## src/rtl/caliptra_imem_stream_loader.sv

```systemverilog
// Byte-stream to IMEM word loader: packs bytes little-endian into DATA_W-bit words,
// writes them from address 0 upward and releases the core reset once the image is in.
module caliptra_imem_stream_loader #(
  parameter int unsigned DATA_W   = 64,
  parameter int unsigned ADDR_W   = 13,
  parameter int unsigned DEPTH    = 8192,
  parameter logic [7:0]  PAD_BYTE = 8'h00
) (
  input  logic              core_clk,
  input  logic              cptra_rst,
  input  logic              load_start,
  input  logic              s_valid,
  input  logic [7:0]        s_data,
  input  logic              s_last,
  output logic              s_ready,
  output logic              ext_imem_we,
  output logic [ADDR_W-1:0] ext_imem_addr,
  output logic [DATA_W-1:0] ext_imem_wdata,
  output logic              load_busy,
  output logic              load_done,
  output logic              load_err,
  output logic [ADDR_W:0]   words_written,
  output logic              dut_rst_b
);

  localparam int unsigned      LANES     = DATA_W / 8;
  localparam int unsigned      IDX_W     = (LANES > 1) ? $clog2(LANES) : 1;
  localparam logic [IDX_W-1:0] LAST_LANE = IDX_W'(LANES - 1);
  localparam logic [ADDR_W:0]  DEPTH_W   = (ADDR_W + 1)'(DEPTH);

  typedef enum logic [2:0] {
    S_IDLE  = 3'd0,
    S_FILL  = 3'd1,
    S_PAD   = 3'd2,
    S_WRITE = 3'd3,
    S_DONE  = 3'd4,
    S_ERR   = 3'd5
  } state_e;

  state_e              state_q, state_d;
  logic [IDX_W-1:0]    byte_idx_q, byte_idx_d;
  logic [ADDR_W:0]     word_ptr_q, word_ptr_d;
  logic [DATA_W-1:0]   pack_q, pack_d;
  logic                last_q, last_d;
  logic                we_q, we_d;
  logic [ADDR_W-1:0]   addr_q, addr_d;
  logic [DATA_W-1:0]   wdata_q, wdata_d;
  logic                busy_q, busy_d;
  logic                done_q, done_d;
  logic                err_q, err_d;
  logic                rst_b_q, rst_b_d;
  logic                accept;

  assign s_ready = (state_q == S_FILL);
  assign accept  = s_valid & s_ready;

  // Next-state, packing and registered-output decode.
  always_comb begin
    state_d    = state_q;
    byte_idx_d = byte_idx_q;
    word_ptr_d = word_ptr_q;
    pack_d     = pack_q;
    last_d     = last_q;
    case (state_q)
      S_IDLE, S_DONE, S_ERR: begin
        if (load_start) begin
          state_d    = S_FILL;
          byte_idx_d = '0;
          word_ptr_d = '0;
          pack_d     = '0;
          last_d     = 1'b0;
        end else begin
          state_d = state_q;
        end
      end
      S_FILL: begin
        if (accept) begin
          pack_d[{byte_idx_q, 3'b000} +: 8] = s_data;
          last_d = s_last;
          // A byte arriving with IMEM already full is an oversized image.
          if (word_ptr_q == DEPTH_W) begin
            state_d = S_ERR;
          end else if (byte_idx_q == LAST_LANE) begin
            state_d    = S_WRITE;
            byte_idx_d = '0;
          end else if (s_last) begin
            state_d    = S_PAD;
            byte_idx_d = byte_idx_q + IDX_W'(1);
          end else begin
            byte_idx_d = byte_idx_q + IDX_W'(1);
          end
        end else begin
          state_d = S_FILL;
        end
      end
      S_PAD: begin
        for (int i = 0; i < int'(LANES); i++) begin
          if (i >= int'(byte_idx_q)) begin
            pack_d[8*i +: 8] = PAD_BYTE;
          end else begin
            pack_d[8*i +: 8] = pack_q[8*i +: 8];
          end
        end
        byte_idx_d = '0;
        state_d    = S_WRITE;
      end
      S_WRITE: begin
        word_ptr_d = word_ptr_q + (ADDR_W + 1)'(1);
        pack_d     = '0;
        if (last_q) begin
          state_d = S_DONE;
        end else begin
          state_d = S_FILL;
        end
      end
      default: begin
        state_d = S_IDLE;
      end
    endcase

    we_d    = (state_d == S_WRITE);
    addr_d  = we_d ? word_ptr_q[ADDR_W-1:0] : addr_q;
    wdata_d = we_d ? pack_d : wdata_q;
    busy_d  = (state_d == S_FILL) || (state_d == S_PAD) || (state_d == S_WRITE);
    done_d  = (state_d == S_DONE);
    err_d   = (state_d == S_ERR);
    rst_b_d = (state_d == S_DONE);
  end

  // State and output registers with synchronous reset.
  always_ff @(posedge core_clk) begin
    if (cptra_rst) begin
      state_q    <= S_IDLE;
      byte_idx_q <= '0;
      word_ptr_q <= '0;
      pack_q     <= '0;
      last_q     <= 1'b0;
      we_q       <= 1'b0;
      addr_q     <= '0;
      wdata_q    <= '0;
      busy_q     <= 1'b0;
      done_q     <= 1'b0;
      err_q      <= 1'b0;
      rst_b_q    <= 1'b0;
    end else begin
      state_q    <= state_d;
      byte_idx_q <= byte_idx_d;
      word_ptr_q <= word_ptr_d;
      pack_q     <= pack_d;
      last_q     <= last_d;
      we_q       <= we_d;
      addr_q     <= addr_d;
      wdata_q    <= wdata_d;
      busy_q     <= busy_d;
      done_q     <= done_d;
      err_q      <= err_d;
      rst_b_q    <= rst_b_d;
    end
  end

  assign ext_imem_we    = we_q;
  assign ext_imem_addr  = addr_q;
  assign ext_imem_wdata = wdata_q;
  assign load_busy      = busy_q;
  assign load_done      = done_q;
  assign load_err       = err_q;
  assign words_written  = word_ptr_q;
  assign dut_rst_b      = rst_b_q;

endmodule

```

## config.mk

```make
export PLATFORM = sky130hd
export DESIGN_NAME = caliptra_imem_stream_loader
export DESIGN_NICKNAME = d
export VERILOG_FILES = /design/src/rtl/caliptra_imem_stream_loader.sv
export SDC_FILE = /design/constraint.sdc
export NUM_CORES = 1
export LEC_CHECK = 0
export ABC_AREA = 1
export CAP_MARGIN = 20
export CORE_MARGIN = 2
export CORE_UTILIZATION = 50
export DETAILED_ROUTE_END_ITERATION = 8
export PLACE_DENSITY = 0.76
export SLEW_MARGIN = 20
export SYNTH_ARGS = -nofsm -noshare
export SYNTH_HDL_FRONTEND = slang
export SYNTH_SLANG_ARGS = --single-unit
```

## constraint.sdc

```tcl
create_clock -name core_clk -period 2.7 [get_ports core_clk]
set_input_delay 0.27 -clock core_clk [delete_from_list [all_inputs] [get_ports core_clk]]
set_output_delay 0.27 -clock core_clk [all_outputs]
set_load 0.02 [all_outputs]
```

## Yosys cells after proc, flatten, opt, wreduce, memory -nomap -nowiden

Cells that the tools add are included.

- Flip-flop bits (word level): 166
- Bits of input ports: 13
- Output and inout port bits: 97
- Memory bits (writable): 0
- Bits in latches: 0
- Memories: 0
- ROM bits: 0

- Divide/modulo/power cells: 0
- Equality and inequality tests: 15
- $lt $le $gt $ge: 7
- Shifts and indexed selects: 2
- Reduce and logical (&&, ||, !) cells: 10
- Add/sub/neg operators: 3
- Bitwise gates (word level): 1
- Multiply operators: 0
- Multiplexer cells: 28

Operator list:

| operator | count |
|---|---|
| one-hot mux 64 bit (4 select lines) | 1 |
| 2-to-1 mux 64 bit | 2 |
| bitwise mux 64 bit | 1 |
| variable shift 8 x 8 -> 64 bit, first input constant | 1 |
| indexed part select 8 x 8 -> 64 bit | 1 |
| 2-to-1 mux 8 bit | 7 |
| 2-to-1 mux 3 bit | 10 |
| one-hot mux 14 bit (2 select lines) | 1 |
| equality test 3 bit, second input constant | 5 |
| adder 14 x 1 -> 14 bit, second input constant | 1 |
| equality test 14 bit, second input constant | 1 |
| 2-to-1 mux 14 bit | 1 |
| equality test 3 x 2 -> 1 bit, second input constant | 4 |
| one-hot mux 3 bit (4 select lines) | 1 |
| >= comparator 3 bit, first input constant | 3 |
| one-hot mux 3 bit (3 select lines) | 1 |
| negator 6 -> 8 bit | 1 |
| equality test 3 x 1 -> 1 bit, second input constant | 2 |
| >= comparator 1 x 3 -> 1 bit, first input constant | 2 |
| >= comparator 2 x 3 -> 1 bit, first input constant | 2 |
| != test 2 bit, second input constant | 2 |
| AND reduction 4 bit | 1 |
| nonzero test 2 bit | 2 |
| adder 3 x 1 -> 3 bit, second input constant | 1 |
| other kinds (10) | 12 |

## Longest topological paths before layout

- Depth in word-level cells: 8
- Mapped depth: 14
- Mapped depth without buffers: 13

## Least setup slack after synthesis

Ideal clock, no wire load.

- Path kind: flip-flop to flip-flop
- Start point: register byte_idx_q[0]
- End point: register wdata_q[38] (netlist: ext_imem_wdata[38])
- Arrival: 2.037 ns
- Stages on the path, launching flop included: 11
- Buffers on the path: 0
- Required time: 2.577 ns
- Slack: 0.540 ns
- Path through: dfxtp_1 inv_1 ha_1 ha_1 inv_1 nor2_1 nand3_1 nand2_1 nand2_1 a21oi_1 a21oi_1

- Longest elaborated chain between the ends: 6
- Elaborated cells on any way between the ends: 14
- Those cells by class: add/sub: 1; order compare: 1; eq/ne: 2; shift: 2; mux: 8

RTL lines:

| element | RTL line | text |
|---|---|---|
| from (decl) | 41 | `logic [IDX_W-1:0] byte_idx_q, byte_idx_d;` |
| from (signal assigned) | 147 | `byte_idx_q <= byte_idx_d;` |
| parallel branches: the longest is 6 deep, another holds negator 6 -> 8 bit | -- |  |
| to (signal assigned) | 153 | `wdata_q <= wdata_d;` |
| to (decl) | 47 | `logic [DATA_W-1:0] wdata_q, wdata_d;` |

Several ways; the timed one is not identified.
A chain may end at the register's enable or synchronous reset.

## Worst setup path in the final report

- Start point: register state_q[0]
- End point: output port s_ready

- Longest elaborated chain between the ends: 1

RTL lines:

| element | RTL line | text |
|---|---|---|
| from (decl) | 40 | `state_e state_q, state_d;` |
| from (signal assigned) | 146 | `state_q <= state_d;` |
| equality test 3 x 1 -> 1 bit | 54 | `assign s_ready = (state_q == S_FILL);` |
| to (decl) | 15 | `output logic s_ready,` |

Every way passes these cells.

==> flow_metrics.py <==
metrics = {
    "outcome": {
        "status": "finished clean",
    },
    "pwr": {
        "p_leak_nw": 4.518,
        "peakVddDrop_mv": 0.4970,
        "power.total_w": 0.006241,
        "powerDensity_mw_per_mm2": 636.9,
    },
    "synth": {
        "ys_ff_latch": 166,
        "ys.warnings.count": 0,
        "synth_top_cell_by_area": "dfxtp_1",
        "yosys-top-cells-area": "dfxtp_1 (42%), nand2_1 (20%), nor2_1 (9.3%), inv_1 (6.2%), a21oi_1 (5.5%)",
        "yosysSeqAreaShare_pct": 42.26,
        "syn_inst": 1231,
        "synth_area_per_cell_um2": 6.388,
        "synth_top_area_share_pct": 42.26,
        "synth_cell_types": 33,
        "syn_area_mm2": 0.007864,
        "syn_nets": 1254,
    },
    "timing": {
        "fin_crit_ns": 2.546,
        "hold_viol_final": 0,
        "fmax_mhz": 392.7,
        "skew_ns": 0.01058,
        "whs_ns": 0.2254,
        "slew_headroom_pct": 41.36,
        "tns_ns": 0,
        "rsz0062_at_grt": "false",
        "tightest_slew_ns": 0.8796,
        "worst_slack_ns": 0.1536,
        "finalMaxSlewViolations": 0,
        "period_share_pct": 94.31,
        "setup-violations-final": 0,
    },
    "clock_tree": {
        "htree_levels": 4,
        "clk_latency_ns": 0.44,
        "cts_max_path_buffers": 2,
        "numCtsBuffers": 17,
        "postCtsSetupBuffers": 0,
        "cts_tree": "built",
        "root_buffer": "clkbuf_16",
        "postCtsHoldBufs": 0,
        "path_clk_slew_ns": 0.06,
        "cts.sinks": 166,
    },
    "route": {
        "wl_per_cell_um": 13.38,
        "drt_iter0_drc": 491,
        "wl_um": 20890,
        "via_per_inst": 5.003,
        "vias": 7815,
        "dr.pass1.iters": 5,
        "drc_errors": 0,
        "ant_nets": 0,
    },
    "die": {
        "placementRows": 45,
        "fp.dieH_um": 129.4,
        "ioPinCount": 110,
        "die-area_mm2": 0.01675,
        "fp.dieW_um": 129.4,
        "start_util_pct": 51.54,
        "core-area_mm2": 0.01526,
    },
    "worst_setup_path": {
        "path_max_fanout": 31,
        "arrival_ns": 2.28,
        "cp-start-kind": "register",
        "critPathCaptureType": "primary output",
        "worstPathRequired_ns": 2.43,
        "critPathKind": "reg2out",
    },
    "min_path": {
        "hp-class": "in2reg",
    },
    "placed_design": {
        "dp_slack_ns": 0.3992,
        "port_buffers": 109,
        "hpwl_um": 14800,
        "gp_congestion": 0.9625,
    },
    "cells_and_area": {
        "final_net_count": 1361,
        "regArea_mm2": 0.003323,
        "final_cell_mix": "nand2_1 (429), nor2_1 (194), dfxtp_1 (166)",
        "synthToLayoutAreaGrowth_pct": 24.61,
        "diodes": 0,
        "final_common_cell": "nand2_1",
        "layout-drive-gt1-share_pct": 5.403,
        "multi_input_area_mm2": 0.003791,
        "nFillCells": 1449,
    },
    "flow_run": {
        "cap_viol_max_count": 0,
    },
    "global_route": {
        "grt_usage_pct": 25.72,
        "grt_pass1_wl_um": 34090,
        "grt_pass1_vias": 7074,
        "grt_overflow": 0,
        "grt_max_degree": 76,
        "antenna_found_initial": 0,
    },
}
[metal layers]
layer / wire, um / part of all wire (%) / GRT usage, %
met1: 9613 / 46 / 33.96
met2: 9598 / 46 / 42.01
met3: 1186 / 5.7 / 5.615
met4: 495 / 2.4 / 8.602
met5: 0 / 0 / 0
[path summary, 6_finish.rpt]
kind	start	end	slack, ns	cells after the start
setup / recovery	state_q[0]	s_ready	0.15	4
hold / removal	cptra_rst	ext_imem_wdata[56]	0.23	4
setup reg to reg	byte_idx_q[1]	ext_imem_wdata[63]	0.38	11
hold reg to reg	pack_q[62]	pack_q[62]	0.47	2
[critical path: stages (launching register included)]
cell and delay (ns):
dfxtp_1 0.46, nand3_4 0.22, inv_2 0.15, buf_4 0.33, clkdlybuf4s50_1 0.67
[stage by stage]
step	utilization [%]	cells	cell area, um2
after detailed placement	60.23	1530	9190
after floorplan	-	1231	7864
after CTS	64.17	1562	9792
final	64.22	1562	9799
after global routing	64.22	1562	9799
after global placement	60.23	1530	9190
[logic make-up (layout without fill, tap and decap cells)]
kind of cell	after synthesis	after routing	synth area share, %
AOI/OAI and AO/OA	146	146	9.642
adders and majority gates	10	10	1.591
buffers and inverters	185	305	9.690
DFF	166	166	42.26
and+or+nand+nor	724	724	36.82
[sequential cells by signal, summed over array words and instances (netlist names)]
| name | cells |
|---|---|
| byte_idx_q | 3 |
| dut_rst_b | 1 |
| pack_q | 64 |
| ext_imem_we | 1 |
| state_q | 3 |
| last_q | 1 |
| load_err | 1 |
| words_written | 14 |
| ext_imem_wdata | 64 |
| ext_imem_addr | 13 |
| load_busy | 1 |
[layout make-up]
class / count / area share, %
inverters: 136 / 5.209
clock inverters: 10 / 1.200
repair buffers: 137 / 13.36
multi-input cells: 880 / 38.69
well taps: 211 / 2.694
clock buffers: 22 / 4.941
flip-flops and latches: 166 / 33.91
[synth_stat cells (all sizes together)]
master,number
a21oi,86
a221oi,1
a22oi,1
a311oi,1
a31oi,2
and2,2
buf,27
clkbuf,22
clkinv,3
dfxtp,166
ha,10
inv,133
nand2,430
nand3,63
nand3b,1
nand4,20
nor2,197
nor3,7
nor3b,1
o211ai,4
o21a,1
o21ai,49
o31ai,1
or2,3
[what timing repair did]
action | 4_1_cts | 5_1_grt
resized for setup | 0 | 1
setup endpoints to repair | 0 | 1
hold endpoints to repair | 0 | 0
[report_power, final]
group / switching, W / internal [W] / total [W] / leakage (nW)
clock network: 0.00101 / 0.00146 / 0.00248 / 0.297
registers: 0.0000592 / 0.00255 / 0.00261 / 1.34
logic: 0.000751 / 0.000403 / 0.00115 / 2.88
Power figures use the tool's default switching activity.
